File: config.mk
export PLATFORM = sky130hd
export DESIGN_NAME = lvds_frame_sequencer
export DESIGN_NICKNAME = d
export VERILOG_FILES = /design/src/rtl/lvds_frame_sequencer.sv
export SDC_FILE = /design/constraint.sdc
export NUM_CORES = 1
export LEC_CHECK = 0
export ABC_AREA = 1
export CELL_PAD_IN_SITES_DETAIL_PLACEMENT = 0
export CELL_PAD_IN_SITES_GLOBAL_PLACEMENT = 1
export CORE_ASPECT_RATIO = 1.1
export CORE_MARGIN = 1.5
export CORE_UTILIZATION = 30
export DETAILED_ROUTE_END_ITERATION = 6
export GPL_ROUTABILITY_DRIVEN = 0
export MAX_ROUTING_LAYER = met4
export PLACE_DENSITY_LB_ADDON = 0.1
export REMOVE_ABC_BUFFERS = 1
export SYNTH_ARGS = -nofsm -noshare
export SYNTH_HDL_FRONTEND = slang
export SYNTH_SLANG_ARGS = --single-unit
File: constraint.sdc
create_clock -name clk -period 2.8 [get_ports clk]
set_clock_uncertainty 0.1 [all_clocks]
set_input_delay 0.56 -clock clk [delete_from_list [all_inputs] [get_ports clk]]
set_output_delay 0.56 -clock clk [all_outputs]
set_load 0.02 [all_outputs]
File: src/rtl/lvds_frame_sequencer.sv
// LVDS frame sequencer: frames FIFO-fed I/Q samples for a serializer, one frame per strobe edge.
// Define LVDS_SEQ_CW_EN to enable constant-carrier (cw_mode) frames.

module lvds_frame_sequencer #(
    parameter int unsigned SAMPLE_W   = 13,
    parameter int unsigned FIFO_DEPTH = 8
) (
    input  logic                    clk,
    input  logic                    reset,
    input  logic                    transmit,
    input  logic                    cw_mode,
    input  logic [3:0]              gap_cfg,
    input  logic                    s_valid,
    output logic                    s_ready,
    input  logic [SAMPLE_W-1:0]     s_i,
    input  logic [SAMPLE_W-1:0]     s_q,
    input  logic                    s_last,
    input  logic                    frame_strobe,
    output logic [2*SAMPLE_W+5:0]   frame_data,
    output logic                    busy,
    output logic                    msg_done,
    output logic                    underrun
);

    localparam int unsigned FRAME_W = 2*SAMPLE_W + 6;
    localparam int unsigned ENTRY_W = 2*SAMPLE_W + 1;
    localparam int unsigned AW      = (FIFO_DEPTH > 1) ? $clog2(FIFO_DEPTH) : 1;
    localparam int unsigned PW      = AW + 1;

    localparam logic [SAMPLE_W-1:0] CW_SAMPLE = {1'b0, {(SAMPLE_W-1){1'b1}}};
    localparam logic [FRAME_W-1:0]  TRAILER   =
        {2'b10, {(SAMPLE_W+1){1'b0}}, 2'b01, {(SAMPLE_W+1){1'b0}}};

    typedef enum logic [1:0] {IDLE, GAP, DATA, TRAIL} state_t;

    state_t               state, state_n;
    logic                 strobe_d, transmit_d, pending;
    logic                 edge_c, tx_rise_c, pending_clr_c;
    logic [3:0]           cnt, cnt_n, gap_max_c;
    logic [FRAME_W-1:0]   frame_n;
    logic                 busy_n, msg_done_n, underrun_n;
    logic                 last_r, last_n;
    logic                 pop_c, push_c, full_c, empty_c;
    logic [AW:0]          wr_ptr, rd_ptr;
    logic [ENTRY_W-1:0]   mem [FIFO_DEPTH];
    logic                 head_last;
    logic [SAMPLE_W-1:0]  head_i, head_q, di_c, dq_c;
    logic                 cw_c;

`ifdef LVDS_SEQ_CW_EN
    assign cw_c = cw_mode;
`else
    logic cw_unused;
    assign cw_unused = cw_mode;
    assign cw_c      = 1'b0;
`endif

    assign edge_c    = frame_strobe & ~strobe_d;
    assign tx_rise_c = transmit & ~transmit_d;
    assign gap_max_c = (gap_cfg == 4'd0) ? 4'd1 : gap_cfg;

    // Sample FIFO: extra pointer bit distinguishes full from empty.
    assign full_c  = (wr_ptr[AW] != rd_ptr[AW]) && (wr_ptr[AW-1:0] == rd_ptr[AW-1:0]);
    assign empty_c = (wr_ptr == rd_ptr);
    assign s_ready = ~full_c;
    assign push_c  = s_valid & ~full_c;
    assign {head_last, head_i, head_q} = mem[rd_ptr[AW-1:0]];

    always_ff @(posedge clk) begin
        if (push_c) mem[wr_ptr[AW-1:0]] <= {s_last, s_i, s_q};
    end

    always_ff @(posedge clk) begin
        if (reset) begin
            wr_ptr <= '0;
            rd_ptr <= '0;
        end else begin
            if (push_c) wr_ptr <= wr_ptr + PW'(1);
            if (pop_c)  rd_ptr <= rd_ptr + PW'(1);
        end
    end

    assign di_c = cw_c ? CW_SAMPLE : head_i;
    assign dq_c = cw_c ? CW_SAMPLE : head_q;

    // State and registered outputs.
    always_ff @(posedge clk) begin
        if (reset) begin
            state      <= IDLE;
            frame_data <= '0;
            busy       <= 1'b0;
            msg_done   <= 1'b0;
            underrun   <= 1'b0;
            cnt        <= 4'd0;
            last_r     <= 1'b0;
            strobe_d   <= 1'b1;
            transmit_d <= 1'b1;
            pending    <= 1'b0;
        end else begin
            state      <= state_n;
            frame_data <= frame_n;
            busy       <= busy_n;
            msg_done   <= msg_done_n;
            underrun   <= underrun_n;
            cnt        <= cnt_n;
            last_r     <= last_n;
            strobe_d   <= frame_strobe;
            transmit_d <= transmit;
            if (pending_clr_c)
                pending <= 1'b0;
            else if (tx_rise_c && state == IDLE)
                pending <= 1'b1;
        end
    end

    // Next state: everything holds except on a strobe edge; msg_done is a single-cycle pulse.
    always_comb begin
        state_n       = state;
        frame_n       = frame_data;
        busy_n        = busy;
        underrun_n    = underrun;
        cnt_n         = cnt;
        last_n        = last_r;
        msg_done_n    = 1'b0;
        pop_c         = 1'b0;
        pending_clr_c = 1'b0;
        if (edge_c) begin
            frame_n = '0;
            case (state)
                IDLE: begin
                    if (pending) begin
                        pending_clr_c = 1'b1;
                        cnt_n         = 4'd0;
                        underrun_n    = 1'b0;
                        busy_n        = 1'b1;
                        state_n       = GAP;
                    end
                end
                GAP: begin
                    if (cnt < gap_max_c) begin
                        cnt_n = cnt + 4'd1;
                    end else if (cw_c || !empty_c) begin
                        frame_n = {2'b10, di_c, 1'b1, 2'b01, dq_c, 1'b0};
                        pop_c   = ~cw_c;
                        last_n  = cw_c ? 1'b0 : head_last;
                        state_n = DATA;
                    end else begin
                        underrun_n = 1'b1;
                    end
                end
                DATA: begin
                    if (last_r || (cw_c && !transmit)) begin
                        frame_n    = TRAILER;
                        msg_done_n = 1'b1;
                        state_n    = TRAIL;
                    end else begin
                        cnt_n   = 4'd0;
                        state_n = GAP;
                    end
                end
                TRAIL: begin
                    busy_n  = 1'b0;
                    state_n = IDLE;
                end
                default: state_n = IDLE;
            endcase
        end
    end

endmodule

Word-level counts from Yosys, hierarchy flattened
Memory sizes are Yosys's and may differ from the RTL's. A register that Yosys moved wholly into a read port is not among the register bits.
Index checks and enable logic that the tools add are counted.
{ "op_classes": {"add_sub_neg": 3, "magnitude_cmp": 1, "eq_ne": 12, "n_mux": 32, "bitwise": 10, "reduce_logical": 14} }
{ "ops": {"columns": ["op", "count"], "rows": [
  ["$mux W32", 3],
  ["$pmux W32 S2", 1],
  ["$mux W4", 4],
  ["$mux W1", 14],
  ["$add A4 B1 Y4 const B", 3],
  ["$ne A2 B2 Y1 const B", 6],
  ["$pmux W4 S3", 1],
  ["$reduce_and A5 Y1", 2],
  ["$mux W2", 4],
  ["$pmux W2 S4", 1],
  ["$reduce_and A4 Y1", 2],
  ["$not A1 Y1", 7],
  ["$mux W3", 2],
  ["$eq A2 B2 Y1 const B", 2],
  ["$eq A4 B4 Y1", 1],
  ["$logic_not A4 Y1", 1],
  ["$lt A4 B4 Y1", 1],
  ["$pmux W1 S2", 2],
  ["$reduce_bool A2 Y1", 2],
  ["$and A1 B1 Y1", 3],
  ["$eq A3 B3 Y1", 1],
  ["$reduce_and A3 Y1", 1],
  ["$reduce_bool A3 Y1", 1],
  ["$reduce_or A3 Y1", 1],
  ["other kinds (5)", 6]
]} }
{ "totals": {"register_bits": 53, "ram_bits": 216, "input_bits": 37, "output_inout_bits": 36, "word_cells": 85, "n_memories": 1} }
{ "mem_list": {"columns": ["name", "depth", "word_bits", "rd", "rd_clocked_by_memory_dff", "write_ports", "line_no", "source"], "rows": [
  ["mem", 8, 27, 1, 1, 1, "45", "logic [ENTRY_W-1:0] mem [FIFO_DEPTH];"]
]} }

Longest topological paths before layout
Gate-level depths: netlist (run 1).
{ "depth": {"word_depth": 8, "ltp_mapped": 14, "mapped_depth_nobuf": 14} }

Worst setup path before layout (run 1)
No wires, ideal clock.
{ "synth_path": {"path_type": "register -> register", "from": "register rd_ptr[2]", "to": "memory mem[0][0] (netlist name), enable pin", "setup_ps": 411, "t_arrival_ps": 2388, "required_time_ps": 2289, "setup_slack_ps": -98, "stages_incl_launch_ff": 7, "n_path_buf": 0, "period_less_slack_ps": 2898, "cell_sequence": "dfxtp_1 -> xor2_1 -> nor2_2 -> nand2_1 -> nand2_2 -> or2_2 -> nor2_1"} }
{ "synth_between": {"elab_chain_cells": 6} }
{ "synth_rtl": {"columns": ["element", "line_no", "source"], "rows": [
  ["start, declared", "44", "logic [AW:0] wr_ptr, rd_ptr;"],
  ["start signal, assigned", "79", "if (pop_c) rd_ptr <= rd_ptr + PW'(1);"],
  ["$eq A3 B3 Y1", "63", "assign full_c = (wr_ptr[AW] != rd_ptr[AW]) && (wr_ptr[AW-1:0] == rd_ptr[AW-1:0]);"],
  ["$logic_and A1 B1 Y1", "63", null],
  ["$not A1 Y1", null, null],
  ["named net s_ready", "14", "output logic s_ready,"],
  ["$and A1 B1 Y1", "66", "assign push_c = s_valid & ~full_c;"],
  ["$mux W1", "70", "if (push_c) mem[wr_ptr[AW-1:0]] <= {s_last, s_i, s_q};"],
  ["$mux W1 (not written as such)", "70", null],
  ["end, declared", "45", null]
]} }
The timed path passes the listed nets, and every way through them passes these cells.

Worst setup path in the final report (run 1)
{ "layout_path": {"from": "register rd_ptr[1]", "to": "output port s_ready"} }
{ "layout_between": {"elab_chain_cells": 3} }
{ "layout_rtl": {"columns": ["element", "line_no", "source"], "rows": [
  ["$eq A3 B3 Y1", "63", null],
  ["$logic_and A1 B1 Y1", "63", null],
  ["$not A1 Y1", "65", "assign s_ready = ~full_c;"],
  ["end, declared", "14", null]
]} }
No other way between the ends.

==> flow_summary.yaml, run 1 <==
finish:
  nets: 1096
  utilization_pct: 37.2
  n_antenna_cell: 0
  fin_area_mm2: 0.0132
  multiInputGateArea_mm2: 0.00298
  seq_area_mm2: 0.00753
  fill_cells: 3493
  drive_gt1_share_pct: 8.59
  syn_to_final_growth_pct: 21.2
power_and_ir_drop:
  power_density_mw_per_mm2: 631
  p_leak_nw: 4.57
  irDropWorstVdd_uv: 395
global_route:
  grt_pass1_vias: 7092
  antenna_found_initial: 0
  grt_pass1_wl_um: 43300
  grt_usage_pct: 15.9
  overflow: 0
  grt_max_degree: 109
setup_path:
  timing.rr.end: "mem[5][22]"
  r2r_start: "wr_ptr[2]"
  critical_path.max_fanout: 4
  worstSetupPathType: "reg2out"
  cp-startpoint: "rd_ptr[1]"
  worstPathArrival_ps: 1940
  rr_worst_depth: 8
  endpoint_kind: "output pin"
  critPathLaunchType: "register"
  cp.required_ps: 2140
  r2r_slack_ps: 690
  crit_path_end: "s_ready"
die:
  core_area_mm2: 0.0354
  die_y_um: 203
  die_w_um: 184
  die-area_mm2: 0.0374
  io_pins: 73
  initial_utilization_pct: 30.7
  num_rows: 72
timing:
  hold_violations: 0
  grt_setup_unrepaired: "no"
  max_freq_ghz: 0.384
  holdWs_ps: 359
  setup_violations: 0
  slew_viol_final: 0
  finalCritPeriodShare_pct: 93.0
  tightest_slew_ps: 636
  maxSlewHeadroom_pct: 57.6
  min_period_ps: 2600
clock_network:
  cts_buffers: 29
  cts_hold_buffers: 0
  cts-htree-levels: 1
  cts_sinks: 268
  cts_root_buffer: "clkbuf_16"
  clkLatencyLatePin_ps: 540
  clock_path_buffers: 3
  cts_tree: "done"
  clkTransAtPathRegs_ps: 60
routing:
  first_iter_violations: 432
  vias: 7130
  wl_per_cell_um: 18.1
  routed_wl_um: 28100
  drtPass1Iterations: 4
  vias_per_cell: 4.59
  antenna_left: 0
  drc_errors: 0
yosys:
  synth-seq-area-share_pct: 69.3
  synth_common_cells: "nand2_1, edfxtp_1, nand3_1"
  synth_edf_count: 216
  synth.largest_area_cell: "edfxtp_1"
  synth_area_per_cell_um2: 11.1
  syn_area_mm2: 0.0109
  ys_types: 37
  synthArstFlopShare_pct: 0
  ys_warn_count: 0
  yosysTopAreaCellShare_pct: 59.7
  yosys_register_bits: 268
  synthTopCellsByArea: "edfxtp_1, nand2_1, dfxtp_1, nand3_1, a21oi_1"
  syn_inst: 978
  synth-main-ff-cell: "edfxtp_1"
  synthMostInstantiatedCell: "nand2_1"
placed_design:
  dpl.hpwl_um: 15400
  port_buffers: 68
  placed_area_mm2: 0.0123
outcome:
  status: "complete, no violations"
flow_run:
  cap_violations: 0
worst_hold_path:
  hold_class: "reg2reg"
==> logic make-up after synthesis <==
kind of cell               after synthesis  synth area share (%)
AOI/OAI and AO/OA                       97                  4.92
xor gates and xnor gates                 7                 0.565
adders and majority gates               10                  1.15
buffers and inverters                   89                  3.89
DFF                                    268                  69.3
other                                    1                0.0345
and+or+nand+nor                        506                  20.1
==> worst min path at each step <==
stage / startpoint / end / slack, ps / cells past startpoint
6_report: underrun / underrun / 360 / 2
4_1_cts: underrun / underrun / 360 / 2
3_3_place_gp: underrun / underrun / 350 / 2
2_1_floorplan: last_r / last_r / 340 / 2
5_1_grt: reset / frame_data[14] / 370 / 2
3_5_place_dp: underrun / underrun / 350 / 2
==> where the power goes <==
| part | internal, mW | switching, mW | total, mW |
|---|---|---|---|
| combinational | 0.111 | 0.206 | 0.317 |
| sequential | 4.38 | 0.0181 | 4.40 |
| clock | 2.08 | 1.51 | 3.59 |
| total | 6.57 | 1.73 | 8.30 |
==> routing by layer <==
metal / wire [µm] / share of wire, % / track usage (%) / vias to the layer above
li1: - / - / - / 3543
met1: 13300 / 47 / 20.9 / 3439
met2: 13500 / 48 / 26.3 / 113
met3: 826 / 2.9 / 1.83 / 35
met4: 518 / 1.8 / 3.60 / 0
met5: 0 / 0 / - / -
==> what timing repair did <==
item / in CTS / in global routing
resized for setup: 0 / 1
setup buffers: 0 / 0
endpoints found under the setup margin: 0 / 1
==> layout make-up <==
| class | instances | area share, % |
|---|---|---|
| Tap cell | 481 | 4.57 |
| Multi-Input combinational cell | 623 | 22.6 |
| Clock buffer | 40 | 5.83 |
| Inverter | 28 | 0.808 |
| Clock inverter | 13 | 0.808 |
| Timing Repair Buffer | 99 | 8.14 |
| Sequential cell | 268 | 57.2 |
==> registers in the layout (all words and copies together) (netlist names), 2 cells and up, named ones only <==
register    count
cnt             4
frame_data     28
mem           216
rd_ptr          4
state           2
wr_ptr          4
==> placed cells by master, fill, tap and decap left out, types with 18 or more instances in the layout <==
cell             count
buf_4               18
dfxtp_1             49
nand4_1             26
clkbuf_16           29
inv_1               25
a21oi_1             61
nor2_1              34
nand3_1            125
edfxtp_1           216
clkdlybuf4s50_1     67
nand2_1            298
==> worst max-delay path: stages (launching register included) <==
cell and delay [ps]:
dfxtp_1 410, xnor2_1 140, nand2_1 80, nor2_2 120, nand2_1 110, clkdlybuf4s50_1 550
==> through the flow <==
stage / worst slack [ps] / total power, mW / setup TNS (ps) / std cells
floorplan: -1770 / 4.61 / -55010 / 919
global placement: 280 / 4.81 / 0 / 1499
detailed placement: 275 / 4.81 / 0 / 1499
CTS: 117 / 8.42 / 0 / 1552
global route: 23.8 / 8.60 / 0 / 1552
finish: 197 / 8.30 / 0 / 1552
Power figures use the tool's default switching activity.
==> run 2, diff against run 1 <==
--- a/config.mk
+++ b/config.mk
@@ -9,7 +9,7 @@
 export CELL_PAD_IN_SITES_DETAIL_PLACEMENT = 0
 export CELL_PAD_IN_SITES_GLOBAL_PLACEMENT = 1
 export CORE_ASPECT_RATIO = 1.1
-export CORE_MARGIN = 1.5
+export CORE_MARGIN = 5
 export CORE_UTILIZATION = 30
 export DETAILED_ROUTE_END_ITERATION = 6
 export GPL_ROUTABILITY_DRIVEN = 0
==> run 2 against run 1 <==
  * Wire length rose by 3.8%
  * Non-clock buffer count rose by 14
  * Utilization fell by 0.074 points
  * Flip-flop and latch count did not move
  * First-iteration DRC count fell by 15%
  * Critical endpoint unchanged
  * Highest routed layer unchanged
==> flow_summary.yaml, run 2 (synthesis gave the netlist of run 1 again) <==
outcome:
  status: "complete, no violations"
timing:
  holdWs_ps: 358
  tightest_slew_ps: 581
  max_freq_ghz: 0.375
  maxSlewHeadroom_pct: 61.3
  slew_viol_final: 0
  setup_violations: 0
  timing.final.ws_setup_ps: 136
  min_period_ps: 2660
  finalCritPeriodShare_pct: 95.1
  hold_violations: 0
  grt_setup_unrepaired: "no"
setup_path:
  worstPathArrival_ps: 2000
  critical_path.max_fanout: 5
  path_cells: "xnor2_1 -> nand2_1 -> nor2_2 -> nand2_1 -> clkdlybuf4s50_1"
  endpoint_kind: "output pin"
  cp_top_family: "buffers and inverters"
  critPathLaunchType: "register"
  cp-startpoint: "wr_ptr[1]"
  cp_slowest_stage_delay_ps: 560
  timing.rr.end: "mem[6][5]"
  r2r_start: "rd_ptr[3]"
  crit_buf_inv: 1
  cp_slowest_cell: "clkdlybuf4s50_1"
  cp.required_ps: 2140
  worstSetupPathType: "reg2out"
  r2r_slack_ps: 630
  cpMostUsedCell: "nand2_1"
  rr_worst_depth: 7
finish:
  n_antenna_cell: 0
  largest_reg_flops: 216
  syn_to_final_growth_pct: 23.0
  most-common-layout-cells: "nand2_1, edfxtp_1, nand3_1"
  drive_gt1_share_pct: 10.4
  utilization_pct: 37.1
  mostFrequentLayoutCell: "nand2_1"
  fin_area_mm2: 0.0134
  nets: 1111
global_route:
  antenna_found_initial: 0
  grt_max_degree: 40
  grt_usage_pct: 14.9
  grt_pass1_vias: 7293
  overflow: 0
  grt_pass1_wl_um: 44300
routing:
  routed_wl_um: 29200
  antenna_left: 0
  wl_per_cell_um: 18.6
  drtPass1Iterations: 4
  first_iter_violations: 367
  drc_errors: 0
  vias: 7197
  vias_per_cell: 4.57
worst_hold_path:
  holdPathEnd: "underrun"
  min_path_cells: 2
  hold_class: "reg2reg"
  hp-start: "underrun"
placed_design:
  placed_area_mm2: 0.0124
  port_buffers: 68
  dpl.hpwl_um: 17100
  dp_slack_ps: 249
power_and_ir_drop:
  switchingPower_mw: 1.76
  power_density_mw_per_mm2: 643
  irDropWorstVdd_uv: 491
  swShare_pct: 20.4
  p_comb_share_pct: 3.7
  clkPwrFrac_pct: 45.1
  p_total_mw: 8.59
  p_leak_nw: 4.68
  power.internal_mw: 6.83
  p_seq_share_pct: 51.2
clock_network:
  cts_tree: "done"
  ctsResizeCount: 0
  cts-htree-levels: 1
  postCtsSetupBuffers: 0
  cts_buffers: 30
  cts_sinks: 268
  cts_hold_buffers: 0
  clock_path_buffers: 3
  clkLatencyLatePin_ps: 550
  cts_root_buffer: "clkbuf_16"
  clkTransAtPathRegs_ps: 60
die:
  die_w_um: 191
  die-area_mm2: 0.0401
  initial_utilization_pct: 30.2
  core_area_mm2: 0.0360
  io_pins: 73
  num_rows: 73
  die_y_um: 210
flow_run:
  cap_violations: 0
## run 2: worst max path at each step
stage | endpoint | cells after the start | slack (ps)
after floorplan | last_r | 7 | -1770
after global placement | frame_data[28] | 11 | 260
after detailed placement | frame_data[23] | 11 | 250
after CTS | s_ready | 5 | 80
after global routing | s_ready | 5 | 6
final | s_ready | 5 | 140
## run 2: power by group through the flow
| stage | Sequential (mW) | Clock (mW) | Combinational [mW] |
|---|---|---|---|
| global route | 4.40 | 4.15 | 0.356 |
| detailed placement | 4.48 | 0 | 0.328 |
| finish | 4.40 | 3.88 | 0.317 |
| global placement | 4.48 | 0 | 0.327 |
| CTS | 4.40 | 4.01 | 0.329 |
| floorplan | 4.48 | 0 | 0.125 |
## run 2: metal layers
metal	share of wire [%]	vias up	global-route usage [%]	wire length, µm
met4	2.1	0	3.59	602
met3	3.3	44	1.86	953
met1	47	3470	20.1	13800
met2	47	105	24.0	13900
met5	0	-	-	0
li1	-	3578	-	-
## run 2: worst reg2reg max path, delay by kind of cell, from the launching register on
family | cells | cell delay (ps)
AND/OR/NAND/NOR | 4 | 770
buffers and inverters | 2 | 350
flip-flops | 1 | 340
XOR/XNOR | 1 | 280
## run 2: final cells by class
cell class | count | area (µm²)
Clock buffer | 48 | 890
Clock inverter | 7 | 87.6
Fill cell | 3617 | 22600
Inverter | 28 | 106
Multi-Input combinational cell | 623 | 2980
Sequential cell | 268 | 7530
Tap cell | 487 | 609
Timing Repair Buffer | 113 | 1150
## run 2: metrics by stage
stage               setup TNS (ps)  std cells
finish                           0       1574
global route                     0       1574
CTS                              0       1574
detailed placement               0       1519
global placement                 0       1519
floorplan                   -55010        919
